### src/rtl/jump_instr_encoder.sv
// J/JAL encoder: turns (slot pc, absolute target) into a J-type word via a two-stage valid/ready pipe.
// Optional rejected-request counter enabled by defining JUMP_ENC_ERR_COUNT_EN.
module jump_instr_encoder #(
    parameter logic [5:0]  J_OPCODE   = 6'b000010,
    parameter logic [5:0]  JAL_OPCODE = 6'b000011
`ifdef JUMP_ENC_ERR_COUNT_EN
    ,
    parameter int unsigned ERR_CNT_W  = 8
`endif
) (
    input  logic                 clk,
    input  logic                 rst_n,
    input  logic                 in_valid,
    output logic                 in_ready,
    input  logic [31:0]          in_pc,
    input  logic [31:0]          in_target,
    input  logic                 in_link,
    output logic                 out_valid,
    input  logic                 out_ready,
    output logic [31:0]          out_instr,
    output logic [1:0]           out_err
`ifdef JUMP_ENC_ERR_COUNT_EN
    ,
    output logic [ERR_CNT_W-1:0] err_count
`endif
);

    localparam logic [31:0] REGION_MASK = 32'hF000_0000;

    logic        r_s1_valid;
    logic [31:0] r_s1_pc_plus4;
    logic [31:0] r_s1_target;
    logic        r_s1_link;

    logic        r_s2_valid;
    logic [31:0] r_instr;
    logic [1:0]  r_err;

    logic        w_s2_load;
    logic        w_in_xfer;
    logic [1:0]  w_err;
    logic [31:0] w_instr;

    assign w_s2_load = !r_s2_valid || out_ready;
    assign in_ready  = !r_s1_valid || w_s2_load;
    assign w_in_xfer = in_valid && in_ready;

    // Encodability check and word formation from stage-1 contents.
    always_comb begin
        w_err    = 2'b00;
        w_instr  = 32'h0;
        w_err[0] = (r_s1_target[1:0] != 2'b00);
        w_err[1] = (((r_s1_target ^ r_s1_pc_plus4) & REGION_MASK) != 32'h0);
        if (w_err == 2'b00) begin
            w_instr = {(r_s1_link ? JAL_OPCODE : J_OPCODE), r_s1_target[27:2]};
        end
    end

    always_ff @(posedge clk or negedge rst_n) begin
        if (!rst_n) begin
            r_s1_valid    <= 1'b0;
            r_s1_pc_plus4 <= 32'h0;
            r_s1_target   <= 32'h0;
            r_s1_link     <= 1'b0;
        end else if (w_in_xfer) begin
            r_s1_valid    <= 1'b1;
            r_s1_pc_plus4 <= in_pc + 32'd4;
            r_s1_target   <= in_target;
            r_s1_link     <= in_link;
        end else if (w_s2_load) begin
            r_s1_valid    <= 1'b0;
        end
    end

    // Output stage holds its word while the consumer stalls.
    always_ff @(posedge clk or negedge rst_n) begin
        if (!rst_n) begin
            r_s2_valid <= 1'b0;
            r_instr    <= 32'h0;
            r_err      <= 2'b00;
        end else if (w_s2_load) begin
            r_s2_valid <= r_s1_valid;
            if (r_s1_valid) begin
                r_instr <= w_instr;
                r_err   <= w_err;
            end
        end
    end

    assign out_valid = r_s2_valid;
    assign out_instr = r_instr;
    assign out_err   = r_err;

`ifdef JUMP_ENC_ERR_COUNT_EN
    logic [ERR_CNT_W-1:0] r_err_count;

    // Saturating count of rejected words actually handed to the consumer.
    always_ff @(posedge clk or negedge rst_n) begin
        if (!rst_n) begin
            r_err_count <= '0;
        end else if (r_s2_valid && out_ready && (r_err != 2'b00) && (r_err_count != '1)) begin
            r_err_count <= r_err_count + ERR_CNT_W'(1);
        end
    end

    assign err_count = r_err_count;
`endif

endmodule

### config.mk
export PLATFORM = sky130hd
export DESIGN_NAME = jump_instr_encoder
export DESIGN_NICKNAME = d
export VERILOG_FILES = /design/src/rtl/jump_instr_encoder.sv
export SDC_FILE = /design/constraint.sdc
export NUM_CORES = 1
export LEC_CHECK = 0
export CORE_MARGIN = 8
export CORE_UTILIZATION = 47
export CTS_CLUSTER_DIAMETER = 120
export DETAILED_ROUTE_END_ITERATION = 8
export PLACE_DENSITY_LB_ADDON = 0.1
export SETUP_SLACK_MARGIN = 0.02
export SYNTH_ARGS = -nofsm -noshare
export SYNTH_HDL_FRONTEND = slang
export SYNTH_SLANG_ARGS = --single-unit
### constraint.sdc
create_clock -name clk -period 2.95 [get_ports clk]
set_clock_uncertainty 0.2 [all_clocks]
set_input_delay 0.4425 -clock clk [delete_from_list [all_inputs] [get_ports clk]]
set_output_delay 0.4425 -clock clk [all_outputs]
set_load 0.01 [all_outputs]
== Yosys cells after proc, flatten, opt, wreduce, memory -nomap -nowiden ==
Cells that the tools add are included.

* Word-level logic and storage cells: 23
* Flip-flop bits (word level): 101

* Reductions and logical operators: 10
* Bitwise operators: 1
* Mux-type cells: 4
* $add $sub $neg: 1

{| class="wikitable"
|+ Operators by type and width
! cell !! count
|-
| adder 32 x 3 -> 32 bit, second input constant || 1
|-
| 2-to-1 mux 32 bit || 1
|-
| nonzero test 32 bit || 1
|-
| bitwise XOR 32 bit || 1
|-
| nonzero test 2 bit || 2
|-
| 2-to-1 mux 1 bit || 3
|-
| zero test 1 bit || 2
|-
| zero test 2 bit || 1
|-
| logical OR 1 bit || 2
|-
| AND reduction 2 bit || 1
|-
| logical AND 1 bit || 1
|}

== Longest topological paths before layout ==
Gate-level depths: netlist of the first run.

* Depth in word-level cells: 5
* Depth in mapped cells: 6

== Worst setup path before layout of the first run ==
OpenSTA, ideal clock, no wires.

* Path type: in2reg
* Start: input port in_pc[18]
* End: register r_s1_pc_plus4[28]
* Setup slack: 0.877 ns
* Buffers on the path: 1
* Data arrival time: 1.791 ns
* Stages: 5
* Setup time: 0.082 ns
* Data required time: 2.668 ns
* Cell sequence: nand4_1 > or4_1 > buf_2 > or4_1 > a31oi_1

* Word-level cells in the longest chain between the ends: 1

{| class="wikitable"
|+ Ends and longest elaborated chain
! what !! RTL line !! RTL
|-
| start, declared || 15 || <nowiki>input logic [31:0] in_pc,</nowiki>
|-
| adder 32 x 3 -> 32 bit || 67 || <nowiki>r_s1_pc_plus4 <= in_pc + 32'd4;</nowiki>
|-
| end signal, assigned || 67 ||
|-
| end, declared || 31 || <nowiki>logic [31:0] r_s1_pc_plus4;</nowiki>
|}

No other way between the ends.
A chain may end at the register's enable or synchronous reset.

== Final worst setup path of the first run ==
* Start: input port out_ready
* End: output port in_ready

* Word-level cells in the longest chain between the ends: 2

{| class="wikitable"
|+ Ends and longest elaborated chain
! what !! RTL line !! RTL
|-
| start, declared || 19 || <nowiki>input logic out_ready,</nowiki>
|-
| logical OR 1 bit || 44 || <nowiki>assign w_s2_load = !r_s2_valid || out_ready;</nowiki>
|-
| logical OR 1 bit || 45 || <nowiki>assign in_ready = !r_s1_valid || w_s2_load;</nowiki>
|-
| end, declared || 14 || <nowiki>output logic in_ready,</nowiki>
|}

No other way between the ends.

==> qor.txt, run 1 <==
crit path cell chain: clkdlybuf4s50_1 > nand3b_1 > clkdlybuf4s50_1
top-count cell post-synth: nand2_1
Final HPWL DP: 4.72 mm
leak pwr: 0.00188 µW
Residual DRC: 0
GRT overflow: 0
share of the synthesized area in the top cell type: 62.8%
post-route ant nets: 0
CTS tree: built
total setup buffers inserted after CTS: 0
IO buf count: 98
layout cells sized above 1: 7.05%
CTS resizes: 0
CP most frequent cell: clkdlybuf4s50_1
Max VDD drop: 0.326 mV
post-synthesis sequential area ratio: 62.8%
Routed WL per cell: 14.6 µm
I/O pin count: 105
PwrDens: 551 mW/mm²
largest net degree at the start of global routing: 70
initial DRC count: 37
placed cells: 428
Pre-Repair DR Iteration Count: 4
htree depth: 3
Max Fclk: 0.431 GHz
Total Wirelength: 6.47 mm
area leader, netlist: dfrtp_1
fin crit period: 2.32 ns
crit path DAT: 1.68 ns
Final Hold Viols: 0
worst endpoint required time: 2.31 ns
vias in the first global route: 2,339
final worst path period share: 78.6%
fin. max-slew vios: 0
slowest CP cell: clkdlybuf4s50_1
GRT Util Overall: 16.1%
Die W: 92.5 µm
Root Buffer: clkbuf_8
syn_area_per_cell: 10.5 µm²
Final Cell Area: 0.00402 mm²
# rows: 28
synthesized instance count: 262
worst-skew pair later-pin latency: 0.34 ns
Slew @ Worst Pin: 0.842 ns
total power: 2220 µW
Distinct cells, synth: 28
MaxCap Viol Count: 0
slew margin rel.: 43.9%
WL met1: 2.90 mm
initial antenna violation count: 0
Multi-input gate area: 952 µm²
Worst setup EP type: primary output
final setup fails: 0
Final TNS setup: 0 ns
Max Buffers Root-to-Sink: 2
YS warnings: 0
ys async rst share: 100%
Ant. Diodes: 0
vias per std cell: 4.98
CTS clk-pin slew, worst paths: 0.07 ns
largest cells by area after synthesis: dfrtp_1 63%, nand2_1 14%, a22o_1 8.6%
Num Clock Sinks: 69
ys flop type: dfrtp_1
Register Area: 0.00173 mm²
DR top layer: met4
Critical Path Max Stage Delay: 0.57 ns
hold buffers post-CTS: 0
die area: 0.00856 mm²
met2 routed WL: 2.92 mm
Die Y-Extent: 92.5 µm
met3 wire length: 572 µm
unrepaired setup endpoints after global routing: false
Fill cells: 475
first-pass GRT wire length: 11.0 mm
status: finished clean
GP Congestion: 0.747
most common library cells after synthesis: 103 x nand2_1, 69 x dfrtp_1, 27 x a22o_1
EDFF count, synth: 0
number of synthesized register bits: 69
WS Path Type: in -> out
vias: 2,211
Post-Place Cell Area: 0.00381 mm²
Initial Util: 47.6%
Hold Path Class: in -> async
Post-Syn Area: 0.00275 mm²
core area: 0.00578 mm²
Cell Count, Final, Fillers Out: 444
CP Launch Type: input port
Nets: 433
CTS Buf Count: 9
CP Max Fanout: 4
synthesis-to-finish area growth: 46.2%
worst paths after layout:
kind	from	endpoint	slack, ns	cells after the start
worst max-delay path	out_ready	in_ready	0.63	3
min in group clk	out_instr[27]	out_instr[27]	0.28	1
worst max register to register	r_s1_valid	r_s1_target[6]	1.22	5
worst min-delay path	rst_n	out_instr[9]	0.09	2
worst min register to register	out_instr[27]	out_instr[27]	0.28	1
max in group asynchronous	rst_n	r_s1_pc_plus4[29]	1.91	2
logic make-up (layout without fill, tap and decap cells):
| logic type | Yosys count | after routing | share of synthesized area [%] |
|---|---|---|---|
| and+or+nand+nor | 131 | 131 | 21.0 |
| buffers and inverters | 18 | 122 | 3.05 |
| other | 1 | 4 | 0.136 |
| muxes | 2 | 2 | 0.773 |
| xor gates and xnor gates | 4 | 4 | 1.27 |
| DFF | 69 | 69 | 62.8 |
| AOI/OAI and AO/OA | 37 | 37 | 11.0 |
metrics by stage:
stage | utilization (%) | hold WS, ns | worst slack (ns)
6_report | 69.6 | 0.0875 | 0.630
5_1_grt | 69.6 | 0.163 | 0.586
4_1_cts | 69.6 | 0.117 | 0.619
3_5_place_dp | 65.9 | 0.263 | 0.316
3_3_place_gp | 65.9 | 0.258 | 0.358
2_1_floorplan | - | -0.0531 | 0.877
layer usage:
layer	track usage [%]	up-vias
met5	0	-
met3	6.80	10
met4	5.64	0
li1	-	1093
met1	19.9	1029
met2	24.6	79
power by group:
part / switching, µW / leakage (µW) / total (µW) / internal, µW
registers: 49.9 / 0.000880 / 1080 / 1030
clock network: 348 / 0.000110 / 823 / 476
logic: 142 / 0.000885 / 311 / 169
total: 539 / 0.00188 / 2220 / 1680
layout make-up:
type	instances	area share, %
Tap cell	75	2.33
Timing Repair Buffer	106	25.7
Clock buffer	10	3.17
Multi-Input combinational cell	178	23.7
Clock inverter	6	2.18
Sequential cell	69	42.9
cell usage in the layout (no fill, tap or decap), drive strengths merged:
| cell | instances |
|---|---|
| nand2 | 103 |
| clkdlybuf4s50 | 97 |
| dfrtp | 69 |
| a22o | 27 |
| clkbuf | 10 |
| buf | 9 |
| nand4 | 6 |
| nor2 | 4 |
| or4 | 4 |
| xnor2 | 4 |
| conb | 4 |
| clkinv | 4 |
| nand2b | 3 |
| and4 | 3 |
| a31oi | 3 |
| nand3b | 2 |
| o31ai | 2 |
| nand3 | 2 |
| bufinv | 2 |
| and2 | 1 |
| nor3 | 1 |
| a21oi | 1 |
| o21ai | 1 |
| or3 | 1 |
| nor4 | 1 |
| a21o | 1 |
| a21boi | 1 |
| mux2i | 1 |
| o211ai | 1 |
| mux2 | 1 |
worst max-delay path, delay by kind of cell:
family | cells | cell delay (ns)
buffers and inverters | 2 | 1.04
AND/OR/NAND/NOR | 1 | 0.19
registers in the layout, summed over array words and instances, names as in the netlist:
register	flops
r_s1_target	32
out_valid	1
out_instr	28
r_s1_valid	1
r_s1_link	1
out_err	2
r_s1_pc_plus4	4
Note: power is estimated with default switching activity, not from simulation.
==> inputs of run 2 (changes only) <==
--- a/config.mk
+++ b/config.mk
@@ -6,7 +6,7 @@
 export NUM_CORES = 1
 export LEC_CHECK = 0
 export CORE_MARGIN = 8
-export CORE_UTILIZATION = 47
+export CORE_UTILIZATION = 44
 export CTS_CLUSTER_DIAMETER = 120
 export DETAILED_ROUTE_END_ITERATION = 8
 export PLACE_DENSITY_LB_ADDON = 0.1
==> constraint.sdc (replaced) <==
create_clock -name clk -period 2.3 [get_ports clk]
set_clock_uncertainty 0.2 [all_clocks]
set_input_delay 0.345 -clock clk [delete_from_list [all_inputs] [get_ports clk]]
set_output_delay 0.345 -clock clk [all_outputs]
set_load 0.01 [all_outputs]
==> qor.txt, run 2 (same netlist as run 1, synthesis figures left out) <==
unrepaired setup endpoints after global routing: false
layout cells sized above 1: 7.28%
GRT Util Overall: 15.8%
total power: 2670 µW
post-route ant nets: 0
core area: 0.00620 mm²
htree depth: 3
Max Buffers Root-to-Sink: 2
Largest Register: r_s1_target
total setup buffers inserted after CTS: 0
Residual DRC: 0
first-pass GRT wire length: 11.1 mm
Num Clock Sinks: 69
Final Hold Viols: 0
CTS Buf Count: 9
crit path cell chain: clkdlybuf4s50_1 > nand4_1 > or4_1 > or4_1 > a31oi_1
Routed WL per cell: 14.7 µm
PwrDens: 661 mW/mm²
commonest non-fill, non-tap cell in the layout: nand2_1
final setup fails: 0
Ant. Diodes: 0
Total Wirelength: 6.60 mm
# rows: 29
I/O pin count: 105
fin crit period: 2.18 ns
initial antenna violation count: 0
Max Fclk: 0.459 GHz
Worst Path Buf+Inv: 1
slowest CP cell: or4_1
CP top delay family: simple AND/OR/NAND/NOR gates
Worst setup EP type: register
largest net degree at the start of global routing: 41
CTS clk-pin slew, worst paths: 0.07 ns
status: finished clean
Initial Util: 44.3%
Final HPWL DP: 4.73 mm
most frequent cells in the layout: 103 x nand2_1, 97 x clkdlybuf4s50_1, 69 x dfrtp_1
MaxCap Viol Count: 0
Die Y-Extent: 95.1 µm
CTS tree: built
Cell Count, Final, Fillers Out: 448
worst-skew pair later-pin latency: 0.33 ns
Pre-Repair DR Iteration Count: 5
CP Launch Type: input port
GP Congestion: 0.724
Die W: 95.1 µm
die area: 0.00904 mm²
vias per std cell: 4.98
leak pwr: 0.00187 µW
crit path DAT: 2.23 ns
worst endpoint required time: 2.35 ns
Critical Path Max Stage Delay: 0.63 ns
CP Max Fanout: 8
GRT overflow: 0
fin. max-slew vios: 0
vias: 2,233
Hold Path Class: in -> async
synthesis-to-finish area growth: 46.6%
WS Path Type: in -> reg
Nets: 435
max reg flops: 32
Root Buffer: clkbuf_8
final worst path period share: 94.8%
CP most frequent cell: or4_1
Max VDD drop: 0.370 mV
initial DRC count: 57
placed cells: 431
vias in the first global route: 2,286
IO buf count: 98
[run 2: cell count changes in the layout (fill, tap and decap cells not counted)]
cell           change
bufinv_16          -2
clkinv_4           -2
dlygate4sd3_1      +1
buf_2              -1
clkinvlp_4         +1
clkinv_2           +1
buf_12             +2
clkbuf_8           +2
[run 2: final cells by class]
class | count | area, µm²
well taps | 77 | 96.3
flip-flops and latches | 69 | 1730
clock buffers | 12 | 155
clock inverters | 4 | 22.5
repair buffers | 108 | 1080
fillers | 515 | 2170
multi-input cells | 178 | 952
[run 2: metal layers]
metal  wire [µm]  up-vias  track usage [%]
met4         121        0             7.41
met1        3060     1053             20.0
met3         569       10             5.43
met2        2860       78             23.8
met5           0        -                0
li1            -     1092                -
[run 2: what timing repair did]
action	CTS	global route
endpoints found under the hold margin	29	0
resized for setup	0	0
setup endpoints to repair	0	0
hold buffers	1	0
[run 2: path summary, 6_finish.rpt]
check	start	end	slack [ns]	cells past startpoint
worst max-delay path	in_pc[20]	r_s1_pc_plus4[30]	0.12	5
worst min-delay path	rst_n	out_instr[12]	0.27	2
worst max register to register	r_s1_pc_plus4[31]	out_instr[5]	0.63	5
worst min register to register	r_s1_target[26]	r_s1_target[26]	0.27	2
max in group asynchronous	rst_n	r_s1_target[13]	1.08	3
min in group clk	r_s1_target[26]	r_s1_target[26]	0.27	2
[run 2: report_power, final]
group / leakage [µW] / switching [µW] / internal, µW
combinational: 0.000902 / 186 / 224
clock: 0.0000921 / 426 / 445
sequential: 0.000880 / 64.6 / 1320
[run 2: through the flow]
stage          setup slack (ns)  area, µm²  hold WS [ns]  utilization, %  TNS, ns
2_1_floorplan             0.325       2760        -0.151               -        0
3_3_place_gp             -0.204       3850        0.0956            62.0   -0.560
6_report                  0.119       4030         0.272            65.0        0
4_1_cts                   0.118       4030         0.276            65.0        0
5_1_grt                  0.0363       4030         0.293            65.0        0
3_5_place_dp             -0.235       3850        0.0986            62.0   -0.637
==> inputs of run 3 (changes only) <==
==> constraint.sdc (replaced) <==
create_clock -name clk -period 2.3 [get_ports clk]
set_clock_uncertainty 0.2 [all_clocks]
set_input_delay 0.345 -clock clk [delete_from_list [all_inputs] [get_ports clk]]
set_output_delay 0.345 -clock clk [all_outputs]
set_load 0.1 [all_outputs]
==> qor.txt, run 3 (same netlist as run 1, synthesis figures left out) <==
status: finished clean
Hold Path Class: reg -> reg
layout cells sized above 1: 16.7%
CTS clk-pin slew, worst paths: 0.08 ns
synthesis-to-finish area growth: 47.0%
DR top layer: met4
GRT overflow: 0
GP Congestion: 0.695
Die W: 95.1 µm
Initial Util: 44.3%
Post-Place Cell Area: 0.00379 mm²
fin crit period: 2.19 ns
Largest Register: r_s1_target
total power: 3170 µW
vias in the first global route: 2,308
vias per std cell: 4.93
MaxCap Viol Count: 0
fin. max-slew vios: 0
vias: 2,214
most frequent cells in the layout: 103 x nand2_1, 68 x dfrtp_1, 65 x clkdlybuf4s50_1
GRT Util Overall: 15.5%
# rows: 29
unrepaired setup endpoints after global routing: false
worst endpoint required time: 2.35 ns
Pre-Repair DR Iteration Count: 4
Total Wirelength: 6.63 mm
Final HPWL DP: 4.92 mm
Num Clock Sinks: 69
Max Fclk: 0.457 GHz
met3 wire length: 556 µm
initial DRC count: 66
IO buf count: 98
final worst path period share: 95.2%
final setup fails: 0
post-layout util: 65.2%
Root Buffer: clkbuf_8
WS Path Type: in -> reg
crit path DAT: 2.23 ns
max reg flops: 32
PwrDens: 784 mW/mm²
Final Hold Viols: 0
Worst setup EP type: register
Ant. Diodes: 0
met2 routed WL: 3.23 mm
Residual DRC: 0
worst-skew pair later-pin latency: 0.33 ns
initial antenna violation count: 0
leak pwr: 0.00197 µW
largest net degree at the start of global routing: 70
Die Y-Extent: 95.1 µm
first-pass GRT wire length: 10.9 mm
CP Max Fanout: 8
Max VDD drop: 0.442 mV
post-route ant nets: 0
CTS Buf Count: 9
CP Launch Type: input port
Routed WL per cell: 14.8 µm
Final Cell Area: 0.00405 mm²
Nets: 436
CTS tree: built
htree depth: 3
commonest non-fill, non-tap cell in the layout: nand2_1
I/O pin count: 105
Max Buffers Root-to-Sink: 2
core area: 0.00620 mm²
die area: 0.00904 mm²
WL met1: 2.79 mm
==> run 3: cell count changes in the layout (fill, tap and decap cells not counted), moves of 2 or more <==
cell / delta
bufinv_16: +3
clkinv_2: -2
buf_4: +31
clkdlybuf4s50_1: -32
==> run 3: repair_timing <==
action	in CTS	in global routing
gates resized for setup	0	0
hold endpoints to repair	69	0
buffers inserted	0	0
setup endpoints to repair	0	0
hold buffers	1	0
==> run 3: worst max-delay path, stage by stage <==
cell,delay [ns]
clkdlybuf4s50_1,0.45
nand4_1,0.08
or4_1,0.64
or4_1,0.54
a31oi_1,0.18
==> run 3: per-layer routing <==
metal | track usage, % | vias to the layer above
met5 | 0 | -
li1 | - | 1089
met3 | 6.46 | 5
met4 | 4.29 | 0
met1 | 18.3 | 1047
met2 | 25.3 | 73
==> run 3: final cells by class <==
class / count / area, µm²
Clock buffer: 10 / 138
Clock inverter: 6 / 110
Fill cell: 525 / 2160
Multi-Input combinational cell: 178 / 952
Sequential cell: 69 / 1730
Tap cell: 77 / 96.3
Timing Repair Buffer: 109 / 1020
==> run 3: path summary, 6_finish.rpt <==
kind | startpoint | to | slack (ns) | cells after the start
max | in_pc[18] | r_s1_pc_plus4[28] | 0.11 | 5
min | r_s1_target[9] | r_s1_target[9] | 0.28 | 2
max reg2reg | out_valid | out_instr[1] | 0.62 | 5
min reg2reg | r_s1_target[9] | r_s1_target[9] | 0.28 | 2
max in group asynchronous | rst_n | out_valid | 1.22 | 3
min in group asynchronous | rst_n | out_instr[13] | 0.35 | 3
==> run 3: power by group <==
group	total, µW	switching (µW)	leakage [µW]	internal (µW)
logic	591	368	0.000971	223
registers	1390	65.2	0.000879	1320
clock network	1190	446	0.000119	748
==> run 3: per-stage QoR <==
step / setup WS, ns / hold WS (ns) / std cells / TNS (ns)
floorplan: -0.343 / -0.151 / 265 / -12.19
global placement: -0.203 / 0.197 / 432 / -0.561
detailed placement: -0.252 / 0.192 / 432 / -0.680
CTS: 0.0998 / 0.281 / 449 / 0
global route: 0.0577 / 0.300 / 449 / 0
finish: 0.110 / 0.277 / 449 / 0
